**src/rtl/bus_burst_driver_pkg.sv**
```systemverilog
// Shared types for the burst driver: FSM state encoding and bus direction constants.
package bus_burst_driver_pkg;

    typedef enum logic [2:0] {
        StIdle,
        StFetch,
        StIssue,
        StWait,
        StDone
    } state_e;

    localparam logic ModeRead  = 1'b0;
    localparam logic ModeWrite = 1'b1;

endpackage

```
**src/rtl/bus_burst_driver_burst_buf.sv**
```systemverilog
// Single-port synchronous RAM: registered read (1-cycle latency), synchronous write.
module burst_buf #(
    parameter int unsigned LOCAL_ADDR_WIDTH = 5,
    parameter int unsigned DATA_WIDTH       = 8
) (
    input  logic                        clk,
    input  logic [LOCAL_ADDR_WIDTH-1:0] addr,
    input  logic [DATA_WIDTH-1:0]       wdata,
    input  logic                        wen,
    output logic [DATA_WIDTH-1:0]       rdata
);

    localparam int unsigned Depth = 2 ** LOCAL_ADDR_WIDTH;

    logic [DATA_WIDTH-1:0] mem_q [Depth];

    always_ff @(posedge clk) begin
        if (wen) begin
            mem_q[addr] <= wdata;
        end
        rdata <= mem_q[addr];
    end

endmodule

```
**src/rtl/bus_burst_driver.sv**
```systemverilog
// Burst bus master: moves 1..2^LEN_WIDTH-1 words between a local buffer and consecutive
// bus addresses, one single-word transaction per beat, with per-beat timeout.
module bus_burst_driver
    import bus_burst_driver_pkg::*;
#(
    parameter int unsigned ADDR_WIDTH       = 16,
    parameter int unsigned DATA_WIDTH       = 8,
    parameter int unsigned LOCAL_ADDR_WIDTH = 5,
    parameter int unsigned LEN_WIDTH        = 4,
    parameter int unsigned TIMEOUT_CYCLES   = 255
) (
    input  logic                        clk,
    input  logic                        rst,
    input  logic                        start,
    input  logic                        mode,
    input  logic [LEN_WIDTH-1:0]        len,
    input  logic [ADDR_WIDTH-1:0]       bus_base,
    input  logic [LOCAL_ADDR_WIDTH-1:0] local_base,
    output logic                        busy,
    output logic                        done,
    output logic                        err,
    output logic [LEN_WIDTH-1:0]        beats,
    output logic [ADDR_WIDTH-1:0]       d_addr,
    output logic [DATA_WIDTH-1:0]       d_wdata,
    output logic                        d_mode,
    output logic                        d_valid,
    input  logic                        d_ready,
    input  logic [DATA_WIDTH-1:0]       d_rdata,
    input  logic [LOCAL_ADDR_WIDTH-1:0] host_addr,
    input  logic [DATA_WIDTH-1:0]       host_wdata,
    input  logic                        host_wen,
    output logic [DATA_WIDTH-1:0]       host_rdata
);

    localparam int unsigned CntW = (TIMEOUT_CYCLES > 1) ? $clog2(TIMEOUT_CYCLES + 1) : 1;

    state_e                      state_q, state_d;
    logic                        start_prev_q;
    logic                        mode_q, mode_d;
    logic [LEN_WIDTH-1:0]        len_q, len_d;
    logic [LEN_WIDTH-1:0]        beats_q, beats_d, beats_inc;
    logic                        err_q, err_d;
    logic [ADDR_WIDTH-1:0]       bus_ptr_q, bus_ptr_d;
    logic [LOCAL_ADDR_WIDTH-1:0] local_ptr_q, local_ptr_d;
    logic [ADDR_WIDTH-1:0]       d_addr_q, d_addr_d;
    logic [DATA_WIDTH-1:0]       d_wdata_q, d_wdata_d;
    logic                        d_mode_q, d_mode_d;
    logic [CntW-1:0]             wait_cnt_q, wait_cnt_d;
    logic                        accept, timeout_hit, write_issue;

    logic [LOCAL_ADDR_WIDTH-1:0] buf_addr;
    logic [DATA_WIDTH-1:0]       buf_wdata, buf_rdata;
    logic                        buf_wen;

    assign busy      = (state_q != StIdle);
    assign done      = (state_q == StDone);
    assign d_valid   = (state_q == StIssue);
    assign err       = err_q;
    assign beats     = beats_q;
    assign d_addr    = d_addr_q;
    assign d_mode    = d_mode_q;
    assign beats_inc = beats_q + LEN_WIDTH'(1);
    assign accept    = start && !start_prev_q && !busy && (len != '0);
    assign timeout_hit = (TIMEOUT_CYCLES != 0) && (wait_cnt_q == CntW'(TIMEOUT_CYCLES - 1));

    // The fetched word only appears on the RAM output during ISSUE; it is forwarded there
    // and captured into d_wdata_q so the bus sees a stable value until the next ISSUE.
    assign write_issue = (state_q == StIssue) && (mode_q == ModeWrite);
    assign d_wdata     = write_issue ? buf_rdata : d_wdata_q;

    // Buffer belongs to the engine while busy, to the host otherwise.
    always_comb begin
        if (busy) begin
            buf_addr  = local_ptr_q;
            buf_wdata = d_rdata;
            buf_wen   = (state_q == StWait) && d_ready && (mode_q == ModeRead);
        end else begin
            buf_addr  = host_addr;
            buf_wdata = host_wdata;
            buf_wen   = host_wen;
        end
    end

    assign host_rdata = buf_rdata;

    always_comb begin
        state_d     = state_q;
        mode_d      = mode_q;
        len_d       = len_q;
        beats_d     = beats_q;
        err_d       = err_q;
        bus_ptr_d   = bus_ptr_q;
        local_ptr_d = local_ptr_q;
        wait_cnt_d  = wait_cnt_q;
        d_addr_d    = d_addr_q;
        d_mode_d    = d_mode_q;
        d_wdata_d   = d_wdata_q;

        unique case (state_q)
            StIdle: begin
                if (accept) begin
                    mode_d      = mode;
                    len_d       = len;
                    bus_ptr_d   = bus_base;
                    local_ptr_d = local_base;
                    err_d       = 1'b0;
                    beats_d     = '0;
                    state_d     = (mode == ModeWrite) ? StFetch : StIssue;
                end
            end
            StFetch: state_d = StIssue;
            StIssue: begin
                wait_cnt_d = '0;
                state_d    = StWait;
            end
            StWait: begin
                if (d_ready) begin
                    beats_d = beats_inc;
                    if (beats_inc == len_q) begin
                        state_d = StDone;
                    end else begin
                        bus_ptr_d   = bus_ptr_q + ADDR_WIDTH'(1);
                        local_ptr_d = local_ptr_q + LOCAL_ADDR_WIDTH'(1);
                        state_d     = (mode_q == ModeWrite) ? StFetch : StIssue;
                    end
                end else if (timeout_hit) begin
                    err_d   = 1'b1;
                    state_d = StDone;
                end else begin
                    wait_cnt_d = wait_cnt_q + CntW'(1);
                end
            end
            StDone:  state_d = StIdle;
            default: state_d = StIdle;
        endcase

        // Bus-facing address/direction are loaded on entry to ISSUE and held after.
        if (state_d == StIssue && state_q != StIssue) begin
            d_addr_d = bus_ptr_d;
            d_mode_d = mode_d;
        end
        if (write_issue) begin
            d_wdata_d = buf_rdata;
        end
    end

    always_ff @(posedge clk) begin
        if (rst) begin
            state_q      <= StIdle;
            start_prev_q <= 1'b1;
            mode_q       <= ModeRead;
            len_q        <= '0;
            beats_q      <= '0;
            err_q        <= 1'b0;
            bus_ptr_q    <= '0;
            local_ptr_q  <= '0;
            wait_cnt_q   <= '0;
            d_addr_q     <= '0;
            d_mode_q     <= 1'b0;
            d_wdata_q    <= '0;
        end else begin
            state_q      <= state_d;
            start_prev_q <= start;
            mode_q       <= mode_d;
            len_q        <= len_d;
            beats_q      <= beats_d;
            err_q        <= err_d;
            bus_ptr_q    <= bus_ptr_d;
            local_ptr_q  <= local_ptr_d;
            wait_cnt_q   <= wait_cnt_d;
            d_addr_q     <= d_addr_d;
            d_mode_q     <= d_mode_d;
            d_wdata_q    <= d_wdata_d;
        end
    end

    burst_buf #(
        .LOCAL_ADDR_WIDTH(LOCAL_ADDR_WIDTH),
        .DATA_WIDTH      (DATA_WIDTH)
    ) u_buf (
        .clk  (clk),
        .addr (buf_addr),
        .wdata(buf_wdata),
        .wen  (buf_wen),
        .rdata(buf_rdata)
    );

endmodule

```
**config.mk**
```make
export PLATFORM = sky130hd
export DESIGN_NAME = bus_burst_driver
export DESIGN_NICKNAME = d
export VERILOG_FILES = /design/src/rtl/bus_burst_driver_pkg.sv /design/src/rtl/bus_burst_driver_burst_buf.sv /design/src/rtl/bus_burst_driver.sv
export SDC_FILE = /design/constraint.sdc
export NUM_CORES = 1
export LEC_CHECK = 0
export CORE_ASPECT_RATIO = 0.75
export CORE_MARGIN = 5
export CORE_UTILIZATION = 38
export DETAILED_ROUTE_END_ITERATION = 16
export PLACE_DENSITY = 0.69
export SLEW_MARGIN = 20
export SYNTH_ARGS = -nofsm -noshare
export SYNTH_HDL_FRONTEND = slang
export SYNTH_HIERARCHICAL = 1
export SYNTH_SLANG_ARGS = --single-unit
export TNS_END_PERCENT = 30
```
**constraint.sdc**
```tcl
create_clock -name clk -period 2.65 [get_ports clk]
set_input_delay 0.53 -clock clk [delete_from_list [all_inputs] [get_ports clk]]
set_output_delay 0.53 -clock clk [all_outputs]
set_load 0.02 [all_outputs]
```
==> reports/results.ini <==
[outcome]
outcome = complete, no violations

[synthesis]
ys_seq_area_frac = 0.672
postSynthCellCount = 1007
postSynthNetCount = 1064
synthArstFlopShare = 0
synth.cell_area_um2 = 13700
synth-edff-count = 256
number_of_storage_elements_in_the_synthesis_netlist = 332
post_synth.cell_area_avg_um2 = 13.6
yosysUniqueCellTypes = 67
ys.warnings.count = 6
ys.flop_type = sky130_fd_sc_hd__edfxtp_1

[pwr]
power.density_nw_per_um2 = 724
p_seq_frac = 0.473
power.share.switching = 0.252
switchingPower_w = 0.00321
clkPwrFrac = 0.369
reported_leakage_power_nw = 6.36
maximum_vdd_drop_v = 0.000336
combinational_group_share_of_total_power = 0.158
total_power_w = 0.0127
cellInternalPower_w = 0.00953

[placed_design]
hpwl_um = 24500
gp_congestion = 0.863
placedInstanceArea_um2 = 16400
io_buffer_count = 92

[worst_setup_path]
timing.critical_path.fanout_max = 8
wp_data_arrival_ns = 2.11
startpoint_type = register
timing.critical_path.to_type = output pin
timing.setup.critical_path_class = register to output pin
required_ns = 2.12

[cts]
tritoncts = built
cts_num_sinks = 332
cts.path.max_buffers = 3
cell_at_the_root_of_the_clock_tree = sky130_fd_sc_hd__clkbuf_16
cts.reportedPaths.clkPinSlew_ns = 0.06
clkLatencyLatePin_ns = 0.52
tritoncts.num_buffers = 35
clock_tree.htree_level_count = 2

[flow_run]
maxCapViolations = 0

[timing]
period_needed_ns = 2.64
rsz0062_at_grt = true
final_count_of_pins_violating_max_slew = 0
worst_slew_margin_rel = 0.574
period_share = 0.997
max_clock_freq_mhz = 378
finClkSkew_ns = 0.0229
timing.hold.ws_ns = 0.481
hold_viol = 0
setup_viol = 0
max_slew.worst_pin.slew_ns = 0.636

[route]
post_drt_wl_per_cell_um = 20.9
routed-via-count = 9367
drt_iter0_drc = 1035
detail_route.drc_violations = 0
drt_pass1_iterations = 5
viasPerCell = 5.41
detail_route.wirelength_um = 36300
detail-route-antenna-nets = 0

[cells_and_area]
layout.cells.most_common_list = 256 x sky130_fd_sc_hd__edfxtp_1, 162 x sky130_fd_sc_hd__buf_4, 135 x sky130_fd_sc_hd__mux2i_1, 82 x sky130_fd_sc_hd__nand2_1, 82 x sky130_fd_sc_hd__clkdlybuf4s50_1
multiInputGateArea_um2 = 4290
mostFrequentLayoutCell = sky130_fd_sc_hd__edfxtp_1
post-route-cell-area_um2 = 17600
area_delta_synth_final_pct = 28.5
finalNetCount = 1301
count_of_filler_cells_inserted_in_the_layout = 3052
antenna_cells_inserted = 0
area.sequential_um2 = 9220
drive_gt1_frac = 0.219

[global_route]
grt_pass1_vias = 8956
grt_first_pass_wirelength_um = 54600
grt.total_usage = 0.173
grt_busiest_layer = met1
number_of_antenna_violations_at_the_first_check_in_global_routing = 0
grt_util_met2 = 0.255
met1_use_gr = 0.257
grtUsageMet3 = 0.0503
grt_start_max_net_pins = 34
total_global_routing_overflow = 0

[floorplan]
boundaryPins = 93
start_util = 0.383
die_x_um = 229
core-area_um2 = 35700
row_count = 60
die_height_um = 174
design.die.area_um2 = 40000

[worst_hold_path]
holdCritPathClass = register to register

-- cell families (layout without fill, tap and decap cells) --
kind of cell               Yosys count  in the layout  share of synthesized area
muxes                              143            143                      0.105
and+or+nand+nor                    296            296                      0.111
xor gates and xnor gates            12             12                    0.00868
AOI/OAI and AO/OA                  151            151                     0.0740
buffers and inverters               68            329                     0.0243
adders and majority gates            5              5                    0.00457
DFF                                332            332                      0.672
-- layout make-up --
class	count	area share
sequential	332	0.524
clock buffer	48	0.0550
timing repair buffer	262	0.136
tap	465	0.0331
clock inverter	13	0.00718
inverter	6	0.00142
multi-input combinational	607	0.244
-- cell usage after synthesis, types with 5 or more instances --
| library cell | number | area, um^2 |
|---|---|---|
| sky130_fd_sc_hd__mux2i_1 | 135 | 1350 |
| sky130_fd_sc_hd__nand4b_1 | 5 | 43.8 |
| sky130_fd_sc_hd__buf_2 | 28 | 140 |
| sky130_fd_sc_hd__clkbuf_1 | 25 | 93.8 |
| sky130_fd_sc_hd__inv_1 | 5 | 18.8 |
| sky130_fd_sc_hd__ha_1 | 5 | 62.6 |
| sky130_fd_sc_hd__nand4_1 | 11 | 68.8 |
| sky130_fd_sc_hd__o22ai_1 | 63 | 394 |
| sky130_fd_sc_hd__nor2b_1 | 9 | 56.3 |
| sky130_fd_sc_hd__edfxtp_1 | 256 | 7690 |
| sky130_fd_sc_hd__nand3_1 | 14 | 70.1 |
| sky130_fd_sc_hd__nand3b_1 | 7 | 52.6 |
| sky130_fd_sc_hd__nor3_1 | 10 | 50.1 |
| sky130_fd_sc_hd__nor4_1 | 24 | 150 |
| sky130_fd_sc_hd__o21ai_0 | 15 | 75.1 |
| sky130_fd_sc_hd__nand2_1 | 84 | 315 |
| sky130_fd_sc_hd__nand4bb_1 | 5 | 56.3 |
| sky130_fd_sc_hd__xnor2_1 | 5 | 43.8 |
| sky130_fd_sc_hd__a211oi_1 | 19 | 143 |
| sky130_fd_sc_hd__nand2b_1 | 5 | 31.3 |
| sky130_fd_sc_hd__a21oi_1 | 18 | 90.1 |
| sky130_fd_sc_hd__mux2_2 | 8 | 90.1 |
| sky130_fd_sc_hd__dfxtp_1 | 76 | 1520 |
| sky130_fd_sc_hd__a31oi_1 | 6 | 37.5 |
| sky130_fd_sc_hd__nor2_1 | 90 | 338 |
| sky130_fd_sc_hd__buf_6 | 5 | 56.3 |
| sky130_fd_sc_hd__xor2_1 | 6 | 52.6 |
-- flip-flops by register name, indices dropped and copies added (netlist names) --
name / cells
beats: 4
bus_ptr_q: 16
d_addr: 16
d_mode: 1
d_wdata_q: 8
err: 1
len_q: 4
local_ptr_q: 5
mode_q: 1
start_prev_q: 1
state_q: 3
u_buf/mem_q: 256
u_buf/rdata: 8
wait_cnt_q: 8
-- critical path, stage by stage (launching register included) --
cell                      delay, ns
sky130_fd_sc_hd__dfxtp_2       0.34
sky130_fd_sc_hd__or3b_4        0.41
sky130_fd_sc_hd__inv_2         0.08
sky130_fd_sc_hd__and2_4        0.25
sky130_fd_sc_hd__mux2_4        0.34
sky130_fd_sc_hd__buf_4         0.16
-- through the flow --
step                instances   util  setup slack [ns]  TNS (ns)
finish                   1733  0.493           0.00710         0
CTS                      1726  0.488           -0.0112   -0.0467
global placement         1666  0.458            -0.433    -18.80
global route             1733  0.493           -0.0318    -0.175
floorplan                1007      -            -0.131    -14.28
detailed placement       1666  0.458            -0.434    -21.14
-- power by group through the flow --
stage                     logic [W]  registers [W]  clock network [W]
final                       0.00202        0.00602            0.00470
after global routing        0.00214        0.00603            0.00503
after CTS                   0.00194        0.00602            0.00479
after detailed placement    0.00193        0.00612                  0
after global placement      0.00190        0.00612                  0
after floorplan            0.000887        0.00618                  0
-- metal layers --
metal	routed length, um	part of all wire
met4	584	0.016
met2	15300	0.42
met3	3900	0.11
met1	16400	0.45
met5	0	0
-- what timing repair did --
action	CTS	global route
pin swaps	0	4
buffers inserted	0	5
gates cloned	0	2
resized for setup	44	24
hold buffers	0	0
setup endpoints to repair	10	20
-- worst paths after layout --
| kind | slack (ns) | cells after the start | to | from |
|---|---|---|---|---|
| worst min register to register | 0.48 | 2 | len_q[1] | len_q[1] |
| worst max-delay path | 0.007 | 5 | d_wdata[4] | state_q[0] |
| worst min-delay path | 0.48 | 2 | len_q[1] | len_q[1] |
| worst max register to register | 0.09 | 10 | u_buf/rdata[3] | state_q[1] |
(Power assumes the default switching activity.)
